===== config.mk =====
export PLATFORM = sky130hd
export DESIGN_NAME = core_fetch
export DESIGN_NICKNAME = d
export VERILOG_FILES = /design/src/rtl/core_fetch_pkg.sv /design/src/rtl/core_fetch.sv
export SDC_FILE = /design/constraint.sdc
export NUM_CORES = 1
export LEC_CHECK = 0
export CORE_MARGIN = 10
export CORE_UTILIZATION = 50
export CTS_CLUSTER_SIZE = 24
export DETAILED_ROUTE_END_ITERATION = 12
export PLACE_DENSITY = 0.81
export SKIP_CTS_REPAIR_TIMING = 1
export SYNTH_ARGS = -nofsm -noshare
export SYNTH_HDL_FRONTEND = slang
export SYNTH_SLANG_ARGS = --single-unit

===== constraint.sdc =====
create_clock -name clk -period 2.9 [get_ports clk]
set_input_delay 0.87 -clock clk [delete_from_list [all_inputs] [get_ports clk]]
set_output_delay 0.87 -clock clk [all_outputs]
set_load 0.1 [all_outputs]

===== src/rtl/core_fetch_pkg.sv =====
// Shared fetch types: instruction word, word-address pointer, NOP encoding and FSM states.
package core_fetch_pkg;

    localparam int WORD_W = 32;
    localparam int PTR_W  = 30;

    typedef logic [WORD_W-1:0] word;
    typedef logic [PTR_W-1:0]  ptr;

    localparam word NOP = 32'h0000_0013;

    typedef enum logic [1:0] {
        IDLE    = 2'd0,
        WAIT    = 2'd1,
        DISCARD = 2'd2,
        HALT    = 2'd3
    } fetch_state;

endpackage


===== src/rtl/core_fetch.sv =====
// Instruction-fetch bus master: single-outstanding reads, flush redirect, stale-read drop.
// Optional bus-error reporting and HALT state enabled by CORE_FETCH_BUSERR_EN.
module core_fetch
    import core_fetch_pkg::*;
#(
    parameter ptr RESET_PC = '0
) (
    input  logic clk,
    input  logic rst,
    input  logic flush,
    input  ptr   target,
    input  logic fetch,
    output logic fetched,
    output word  fetch_data,
    output ptr   mem_addr,
    output logic mem_start,
    input  logic mem_ready,
`ifdef CORE_FETCH_BUSERR_EN
    input  logic mem_fault,
    output logic fault,
    output ptr   fault_pc,
`endif
    input  word  mem_data
);

    // state   | meaning
    // IDLE    | no read outstanding
    // WAIT    | read outstanding, data will be delivered
    // DISCARD | read outstanding after a flush, data will be dropped
    // HALT    | bus error seen, waiting for flush (buserr build only)
    fetch_state state, state_n;
    ptr         fetch_pc, fetch_pc_n;
    ptr         mem_addr_n;
    logic       mem_start_n;
    logic       fetched_n;
    word        fetch_data_n;
`ifdef CORE_FETCH_BUSERR_EN
    logic       fault_n;
    ptr         fault_pc_n;
`endif

    always_ff @(posedge clk) begin
        if (rst) begin
            state      <= IDLE;
            fetch_pc   <= RESET_PC;
            mem_addr   <= RESET_PC;
            mem_start  <= 1'b0;
            fetched    <= 1'b0;
            fetch_data <= NOP;
`ifdef CORE_FETCH_BUSERR_EN
            fault      <= 1'b0;
            fault_pc   <= RESET_PC;
`endif
        end else begin
            state      <= state_n;
            fetch_pc   <= fetch_pc_n;
            mem_addr   <= mem_addr_n;
            mem_start  <= mem_start_n;
            fetched    <= fetched_n;
            fetch_data <= fetch_data_n;
`ifdef CORE_FETCH_BUSERR_EN
            fault      <= fault_n;
            fault_pc   <= fault_pc_n;
`endif
        end
    end

    always_comb begin
        state_n      = state;
        fetch_pc_n   = fetch_pc;
        mem_addr_n   = mem_addr;
        mem_start_n  = mem_start;
        fetched_n    = 1'b0;
        fetch_data_n = fetch_data;
`ifdef CORE_FETCH_BUSERR_EN
        fault_n      = 1'b0;
        fault_pc_n   = fault_pc;
`endif
        case (state)
            IDLE: begin
                if (flush) begin
                    fetch_pc_n = target;
                end else if (fetch) begin
                    mem_addr_n  = fetch_pc;
                    mem_start_n = 1'b1;
                    state_n     = WAIT;
                end
            end
            WAIT: begin
                if (mem_ready && flush) begin
                    fetch_pc_n  = target;
                    mem_start_n = 1'b0;
                    state_n     = IDLE;
`ifdef CORE_FETCH_BUSERR_EN
                end else if (mem_ready && mem_fault) begin
                    // PC stays on the faulting word so the handler sees where it stopped
                    fetched_n    = 1'b1;
                    fetch_data_n = NOP;
                    fault_n      = 1'b1;
                    fault_pc_n   = mem_addr;
                    mem_start_n  = 1'b0;
                    state_n      = HALT;
`endif
                end else if (mem_ready) begin
                    fetched_n    = 1'b1;
                    fetch_data_n = mem_data;
                    fetch_pc_n   = fetch_pc + 1'b1;
                    if (fetch) begin
                        mem_addr_n = fetch_pc + 1'b1;
                    end else begin
                        mem_start_n = 1'b0;
                        state_n     = IDLE;
                    end
                end else if (flush) begin
                    // bus cannot abort: keep the request up and drop its data later
                    fetch_pc_n = target;
                    state_n    = DISCARD;
                end
            end
            DISCARD: begin
                if (flush) begin
                    fetch_pc_n = target;
                end
                if (mem_ready) begin
                    mem_start_n = 1'b0;
                    state_n     = IDLE;
                end
            end
            default: begin
`ifdef CORE_FETCH_BUSERR_EN
                if (flush) begin
                    fetch_pc_n = target;
                    state_n    = IDLE;
                end
`else
                state_n = IDLE;
`endif
            end
        endcase
    end

endmodule


# Word-level counts from Yosys, hierarchy flattened
# Cells that the tools add are included.
# classes
add_sub_neg	1
n_eq_ne	12
mux	26
n_bitwise	2
n_reduce_logical	11
# op_table
cell	count
$mux 30	8
$pmux 30 s2	2
$add 30x1->30 const B	1
$mux 2	7
$ne 2x2->1 const B	6
$reduce_and 6->1	2
$ne 4x4->1 const B	2
$mux 1	7
$ne 3x3->1 const B	2
$pmux 2 s3	1
$reduce_and 5->1	1
$reduce_bool 2->1	2
$pmux 1 s3	1
$reduce_and 3->1	1
$reduce_bool 3->1	1
$reduce_or 3->1	1
$eq 2x1->1 const B	1
$eq 2x2->1 const B	1
$logic_not 2->1	1
$not 1->1	2
$reduce_or 2->1	1
$logic_and 1x1->1	1
# word_totals
ff_bits	96
output_inout_bits	64
wordCells	58

# Logic depth before layout (Yosys ltp)
# Gate-level depths: netlist of run 1.
# logic_depth
word_depth	5
depth_mapped	9

# Worst setup path before layout of run 1
# OpenSTA, ideal clock, no wires.
# synth_timing
kind	input -> register
startpoint	in fetch
endpoint	reg mem_addr[10]
setup_ns	0.137
arrival_ns	2.214
setup_slack_ns	0.548
path_stages	6
n_path_buf	3
path_cell_list	nor2b_1 and2_1 clkbuf_1 clkbuf_1 buf_1 a211oi_1
# synth_between
elab_chain_cells	2
# synth_lines
element	line	source
start, declared	core_fetch.sv:12	input logic fetch,
$ne 2x2->1 (no source line)	--	
$reduce_and 6->1 (no source line) (*)	--	
end signal, assigned	core_fetch.sv:57	mem_addr <= mem_addr_n;
end, declared	core_fetch.sv:15	output ptr mem_addr,
# Mark *: on every way between the ends. The rest lies on a longest branch, timed or not.
# A chain may end at the register's enable or synchronous reset.

# Worst setup path in the final report of run 1
# layout_timing
startpoint	in mem_ready
endpoint	reg fetch_pc[7]
# layout_between
elab_chain_cells	3
# layout_lines
element	line	source
start, declared	core_fetch.sv:17	input logic mem_ready,
$mux 30 or $logic_and 1x1->1 (tied branches)	core_fetch.sv:104, core_fetch.sv:90	
$mux 30 (*)	core_fetch.sv:90	if (mem_ready && flush) begin
$pmux 30 s2 (*)	core_fetch.sv:79	case (state)
end signal, assigned	core_fetch.sv:56	fetch_pc <= fetch_pc_n;
end, declared	core_fetch.sv:32	ptr fetch_pc, fetch_pc_n;
# Marked as above.

==> results of run 1 <==
-- power by group --
part           total [W]  switching [W]  internal [W]  leakage, nW
combinational    0.00147        0.00103      0.000436         1.58
sequential       0.00153       0.000104       0.00143        0.785
clock           0.000884       0.000552      0.000332       0.0903
-- layer usage --
metal / vias up / wire length (um)
met1: 2832 / 7760
li1: 2820 / -
met4: 0 / 518
met2: 363 / 8740
met3: 58 / 2500
met5: - / 0
-- synthesized netlist by cell type (3+ instances only) --
master,instances
nor4_1,22
nand2b_1,5
nand3_1,31
clkbuf_1,57
or4_1,14
nor3_1,11
a22oi_1,8
nor2b_1,5
o221ai_1,8
xor2_1,4
mux2i_1,4
ha_1,6
o311ai_0,4
xnor2_1,8
o211ai_1,3
or3_1,5
a21oi_1,53
nand2_1,104
o31a_1,3
nand4_1,18
o311a_1,3
buf_1,4
and3_1,5
inv_1,18
o31ai_1,9
a31oi_1,9
o22ai_1,3
and4_1,10
o2111ai_1,3
a311oi_1,15
a41oi_1,3
o21a_1,3
a311o_1,5
a211o_1,3
buf_2,3
nor2_1,51
dfxtp_1,96
a211oi_1,19
or2_2,3
o21ai_0,14
o32ai_1,4
-- sequential cells by signal (all words and copies together), names as in the netlist --
signal and count:
mem_addr 30, state 2, fetch_data 32, fetch_pc 30, mem_start 1, fetched 1
-- final cells by class --
type,count,share of cell area (%)
repair buffers,173,21.4
well taps,136,2.46
flip-flops and latches,96,27.8
inverters,19,1.03
clock buffers,9,1.79
multi-input cells,511,44.7
clock inverters,7,0.922
-- worst max-delay path by stage --
| stage | startpoint | to | slack [ns] | cells past startpoint |
|---|---|---|---|---|
| after floorplan | fetch | mem_addr[10] | 0.55 | 6 |
| after global placement | mem_ready | fetch_pc[0] | 0.12 | 6 |
| after detailed placement | mem_ready | fetch_pc[7] | 0.14 | 7 |
| after CTS | mem_ready | fetch_pc[7] | 0.53 | 7 |
| after global routing | state[1] | mem_addr[17] | 0.34 | 8 |
| final | mem_ready | fetch_pc[7] | 0.49 | 7 |
-- critical path, delay by kind of cell --
family / cells / cell delay (ns)
buffers and inverters: 3 / 0.90
AOI/OAI and AO/OA: 3 / 0.48
and+or+nand+nor: 1 / 0.40
-- per-stage QoR --
stage	util (%)	worst slack, ns	hold WS [ns]
after floorplan	-	0.548	0.508
after global placement	64.9	0.122	0.443
after detailed placement	64.9	0.141	0.449
after CTS	66.7	0.530	0.464
after global routing	66.7	0.344	0.484
final	66.7	0.494	0.460
-- kinds of logic after synthesis --
family,after synthesis,share of synthesized area (%)
flops,96,36.0
compound gates,185,24.3
mux,6,1.17
simple gates,302,29.0
buf+inv,84,6.13
fa+ha+maj,6,1.41
xor+xnor,12,1.97
==> flow_metrics.py, run 1 <==
metrics = {
    "detailed_routing": {
        "drcViolationCount": 0,
        "wl_um": 19500,
        "drtIter0Drc": 599,
        "dr.pass1.iters": 6,
        "post_drt_wl_per_cell_um": 20.5,
        "vias_per_cell": 6.39,
        "dr_total_vias": 6073,
        "postRouteAntennaNets": 0,
    },
    "placed_design": {
        "port-buffer-count": 130,
        "dpl.hpwl_um": 14400,
        "dpl-instance-area_mm2": 0.00673,
        "gp_congestion": 0.950,
        "dpl.cell_count": 935,
    },
    "yosys": {
        "synthArstFlopShare_pct": 0,
        "syn-cell-area_mm2": 0.00533,
        "yosysWarningCount": 0,
        "syn_inst": 691,
        "yosysTopAreaCellShare_pct": 36.0,
        "yosysSeqAreaShare_pct": 36.0,
        "synth_edf_count": 0,
        "synth_cell_types": 68,
        "synth_seq_cells": 96,
        "synth_top_flop_cell": "dfxtp_1",
        "syn-mean-instance-area_um2": 7.72,
        "synth_area_leader_cell": "dfxtp_1",
        "synthTopCellsByArea": "dfxtp_1, nand2_1, a21oi_1",
        "syn_nets": 764,
    },
    "finish": {
        "area_growth_pct": 29.8,
        "final_cell_area_mm2": 0.00692,
        "multi_input_area_mm2": 0.00309,
        "fillers": 881,
        "final_common_cell": "buf_4",
        "ff_latch_area_mm2": 0.00192,
        "final_cell_mix": "buf_4, nand2_1, dfxtp_1, clkdlybuf4s50_1, a21oi_1",
        "fin_nets": 883,
        "drive_gt1_share_pct": 17.2,
        "diodes": 0,
        "final_cells": 951,
    },
    "sta": {
        "relSlewSlack_pct": 45.6,
        "slew_viol_final": 0,
        "finalCriticalPeriod_ns": 2.41,
        "rsz0062_at_grt": "false",
        "final.period_utilization_pct": 83.0,
        "worstMarginPinSlew_ns": 0.807,
        "max_freq_mhz": 416,
        "setup_viol": 0,
        "tns_ns": 0,
        "hold_viol": 0,
        "skew_ns": 0.0191,
    },
    "grt": {
        "met1_usage_pct": 31.9,
        "grt-busiest-layer": "met2",
        "grt_pass1_vias": 5760,
        "gr-total-overflow": 0,
        "grtUsageTotal_pct": 25.1,
        "grt_pass1_wl_um": 30800,
        "use_met2_pct": 38.6,
        "antenna_found_initial": 0,
        "grt_max_degree": 87,
        "groute.layer.met3.usage_pct": 8.71,
    },
    "critical_path": {
        "end_kind": "register",
        "rrSetupSlack_ns": 0.54,
        "cpMaxStageDelayCell": "clkdlybuf4s50_1",
        "slowest_delay_ns": 0.52,
        "critPathRequiredTime_ns": 3.15,
        "worstReg2RegEnd": "fetch_pc[25]",
        "startpoint_type": "input port",
        "reg2reg_depth": 5,
        "crit_path_max_fanout": 9,
        "crit_top_cell": "buf_4",
        "cp_cell_sequence": "clkdlybuf4s50_1, buf_4, nor3b_1, o21ai_1, buf_4, a22oi_1, o22ai_1",
        "critPathKind": "in2reg",
        "reg2reg_from": "state[0]",
        "crit_arrival_ns": 2.66,
    },
    "run_status": {
        "status": "complete, no violations",
    },
    "clock_tree": {
        "cts_root_buffer": "clkbuf_8",
        "cts.clk_slew.worst_paths_ns": 0.11,
        "clock_latency_ns": 0.39,
        "clockBufferDepth": 2,
        "cts.sink_count": 96,
        "cts-buffers-inserted": 9,
        "h-tree-depth": 3,
        "cts_tree": "done",
    },
    "pwr": {
        "p_leak_nw": 2.46,
        "powerDensity_mw_per_mm2": 561,
        "vdd_ir_drop_max_uv": 398,
        "total_power_w": 0.00389,
    },
    "job": {
        "max_cap_viol_count": 0,
    },
    "min_path": {
        "worstHoldStart": "fetch_data[24]",
        "hold_class": "reg2reg",
        "holdPathStages": 2,
        "whs_endpoint": "fetch_data[24]",
    },
    "floorplanning": {
        "initial_core_util_pct": 51.4,
        "die_x_um": 123,
        "die_y_um": 123,
        "dieArea_mm2": 0.0152,
        "core_mm2": 0.0104,
        "ios": 131,
        "rows": 37,
    },
}
No activity file was read; power rests on OpenSTA's default activity.
==> run 2: changes to the inputs <==
- CORE_UTILIZATION: 50 -> 45
- PLACE_DENSITY: 0.81 -> 0.77
- clock period: 2.9 -> 2.1 ns (I/O delays scaled with it)
==> run 2 against run 1 <==
Against the previous run:
- worst setup slack got worse by 0.47 ns
- die area rose by 9.3%
- non-clock buffer count rose by 80
- global-route usage rose by 0.37 points
- critical path depth did not move
- worst hold slack improved by 0.037 ns
==> flow_metrics.py, run 2 (synthesized netlist as in run 1, its figures left out) <==
metrics = {
    "critical_path": {
        "end_kind": "register",
        "slowest_delay_ns": 0.52,
        "startpoint_type": "register",
        "critPathKind": "reg2reg",
        "cpMaxStageDelayCell": "or4b_4",
        "crit_path_max_fanout": 4,
        "crit_arrival_ns": 2.35,
        "cp_top_family": "simple AND/OR/NAND/NOR gates",
        "critPathRequiredTime_ns": 2.38,
        "crit_buf_inv": 2,
        "cp_cell_sequence": "clkinvlp_4, ha_4, or4b_4, buf_4, nand2_1, o22ai_1, a311oi_1",
    },
    "floorplanning": {
        "initial_core_util_pct": 46.3,
        "core_mm2": 0.0115,
        "ios": 131,
        "dieArea_mm2": 0.0166,
        "rows": 39,
        "die_y_um": 129,
        "die_x_um": 129,
    },
    "sta": {
        "slew_viol_final": 0,
        "hold_viol": 0,
        "timing.final.ws_setup_ns": 0.0241,
        "setup_viol": 0,
        "skew_ns": 0.0100,
        "max_freq_mhz": 482,
        "finalCriticalPeriod_ns": 2.08,
        "final.period_utilization_pct": 98.9,
        "relSlewSlack_pct": 64.6,
        "worstMarginPinSlew_ns": 0.527,
    },
    "finish": {
        "diodes": 0,
        "final_common_cell": "buf_4",
        "reg.largest.list": "fetch_data: 32 flops, fetch_pc: 30 flops, mem_addr: 30 flops",
        "largest-register": "fetch_data",
        "area_growth_pct": 62.1,
        "largest_register_ffs": 32,
        "final_cell_mix": "buf_4, nand2_1, dfxtp_1, buf_12, clkdlybuf4s50_1",
        "drive_gt1_share_pct": 27.8,
        "fin_nets": 963,
    },
    "clock_tree": {
        "h-tree-depth": 3,
        "cts.sink_count": 96,
        "cts.clk_slew.worst_paths_ns": 0.07,
        "clockBufferDepth": 2,
        "cts_root_buffer": "clkbuf_16",
        "cts_tree": "done",
        "clock_latency_ns": 0.36,
        "cts-buffers-inserted": 9,
    },
    "pwr": {
        "p_int_w": 0.00390,
        "p_sw_share_pct": 39.7,
        "powerDensity_mw_per_mm2": 747,
        "p_leak_nw": 3.17,
        "p_clk_share_pct": 25.7,
        "pwr-share-comb_pct": 41.0,
        "p_switching_w": 0.00256,
        "vdd_ir_drop_max_uv": 580,
        "seq_power_share_pct": 33.3,
        "total_power_w": 0.00646,
    },
    "min_path": {
        "hold_class": "reg2reg",
    },
    "detailed_routing": {
        "wl_um": 22500,
        "vias_per_cell": 6.31,
        "dr.pass1.iters": 5,
        "post_drt_wl_per_cell_um": 21.7,
        "postRouteAntennaNets": 0,
        "drtIter0Drc": 885,
        "drcViolationCount": 0,
        "dr_total_vias": 6547,
    },
    "grt": {
        "grtUsageTotal_pct": 25.5,
        "grt_max_degree": 38,
        "gr-total-overflow": 0,
        "grt_pass1_wl_um": 34200,
        "antenna_found_initial": 0,
        "grt_pass1_vias": 6242,
    },
    "placed_design": {
        "port-buffer-count": 130,
        "place_ws_ns": -0.380,
        "gp_congestion": 1.06,
        "dpl.hpwl_um": 16600,
    },
    "job": {
        "max_cap_viol_count": 0,
    },
    "run_status": {
        "status": "complete, no violations",
    },
}
## run 2: changes by cell type in the layout (fill, tap and decap cells not counted), moves of 3 or more
cell,previous run,this run
ha_4,0,3
clkbuf_8,9,1
buf_12,2,69
buf_4,105,115
dfxtp_4,0,3
clkbuf_16,0,10
dfxtp_2,0,9
dfxtp_1,96,84
ha_1,6,3
## run 2: power groups by stage
| stage | combinational (W) | sequential [W] | clock [W] |
|---|---|---|---|
| after floorplan | 0.000671 | 0.00286 | 0 |
| after global placement | 0.00248 | 0.00217 | 0 |
| after detailed placement | 0.00251 | 0.00218 | 0 |
| after CTS | 0.00252 | 0.00214 | 0.00166 |
| after global routing | 0.00276 | 0.00217 | 0.00174 |
| final | 0.00265 | 0.00215 | 0.00166 |
## run 2: area by class of cell
cell class                 count  area, um^2
inverter                      19        75.1
sequential                    96        1940
fill                         818        2870
clock buffer                  10         239
clock inverter                 6        48.8
multi-input combinational    511        3210
tap                          143         179
timing repair buffer         253        2950
## run 2: path summary, 6_finish.rpt
path | startpoint | end | slack, ns | depth (start not counted)
max | state[0] | fetch_pc[23] | 0.02 | 7
min reg2reg | fetch_data[30] | fetch_data[30] | 0.50 | 2
max reg2reg | state[0] | fetch_pc[23] | 0.02 | 7
min | fetch_data[30] | fetch_data[30] | 0.50 | 2
## run 2: through the flow
stage / TNS (ns) / util, % / std cells / hold WS [ns] / area, um^2
floorplan: 0 / - / 691 / 0.508 / 5360
global placement: -10.92 / 70.7 / 1014 / 0.480 / 8140
detailed placement: -14.95 / 70.7 / 1014 / 0.488 / 8140
CTS: -0.364 / 73.2 / 1030 / 0.501 / 8430
global route: -0.139 / 75.1 / 1038 / 0.517 / 8640
finish: 0 / 75.1 / 1038 / 0.497 / 8640
## run 2: worst min-delay path, cell delays in order (launching register included)
cell and delay (ns):
dfxtp_1 0.34, nand2_1 0.06, a21oi_1 0.05
## run 2: metal layers
layer  up-vias  GRT usage (%)  part of all wire [%]
li1       2984              -                     -
met2       440           40.5                    46
met1      3058           32.1                    38
met4         0           8.90                   3.0
met3        65           7.80                    13
met5         -              0                     0
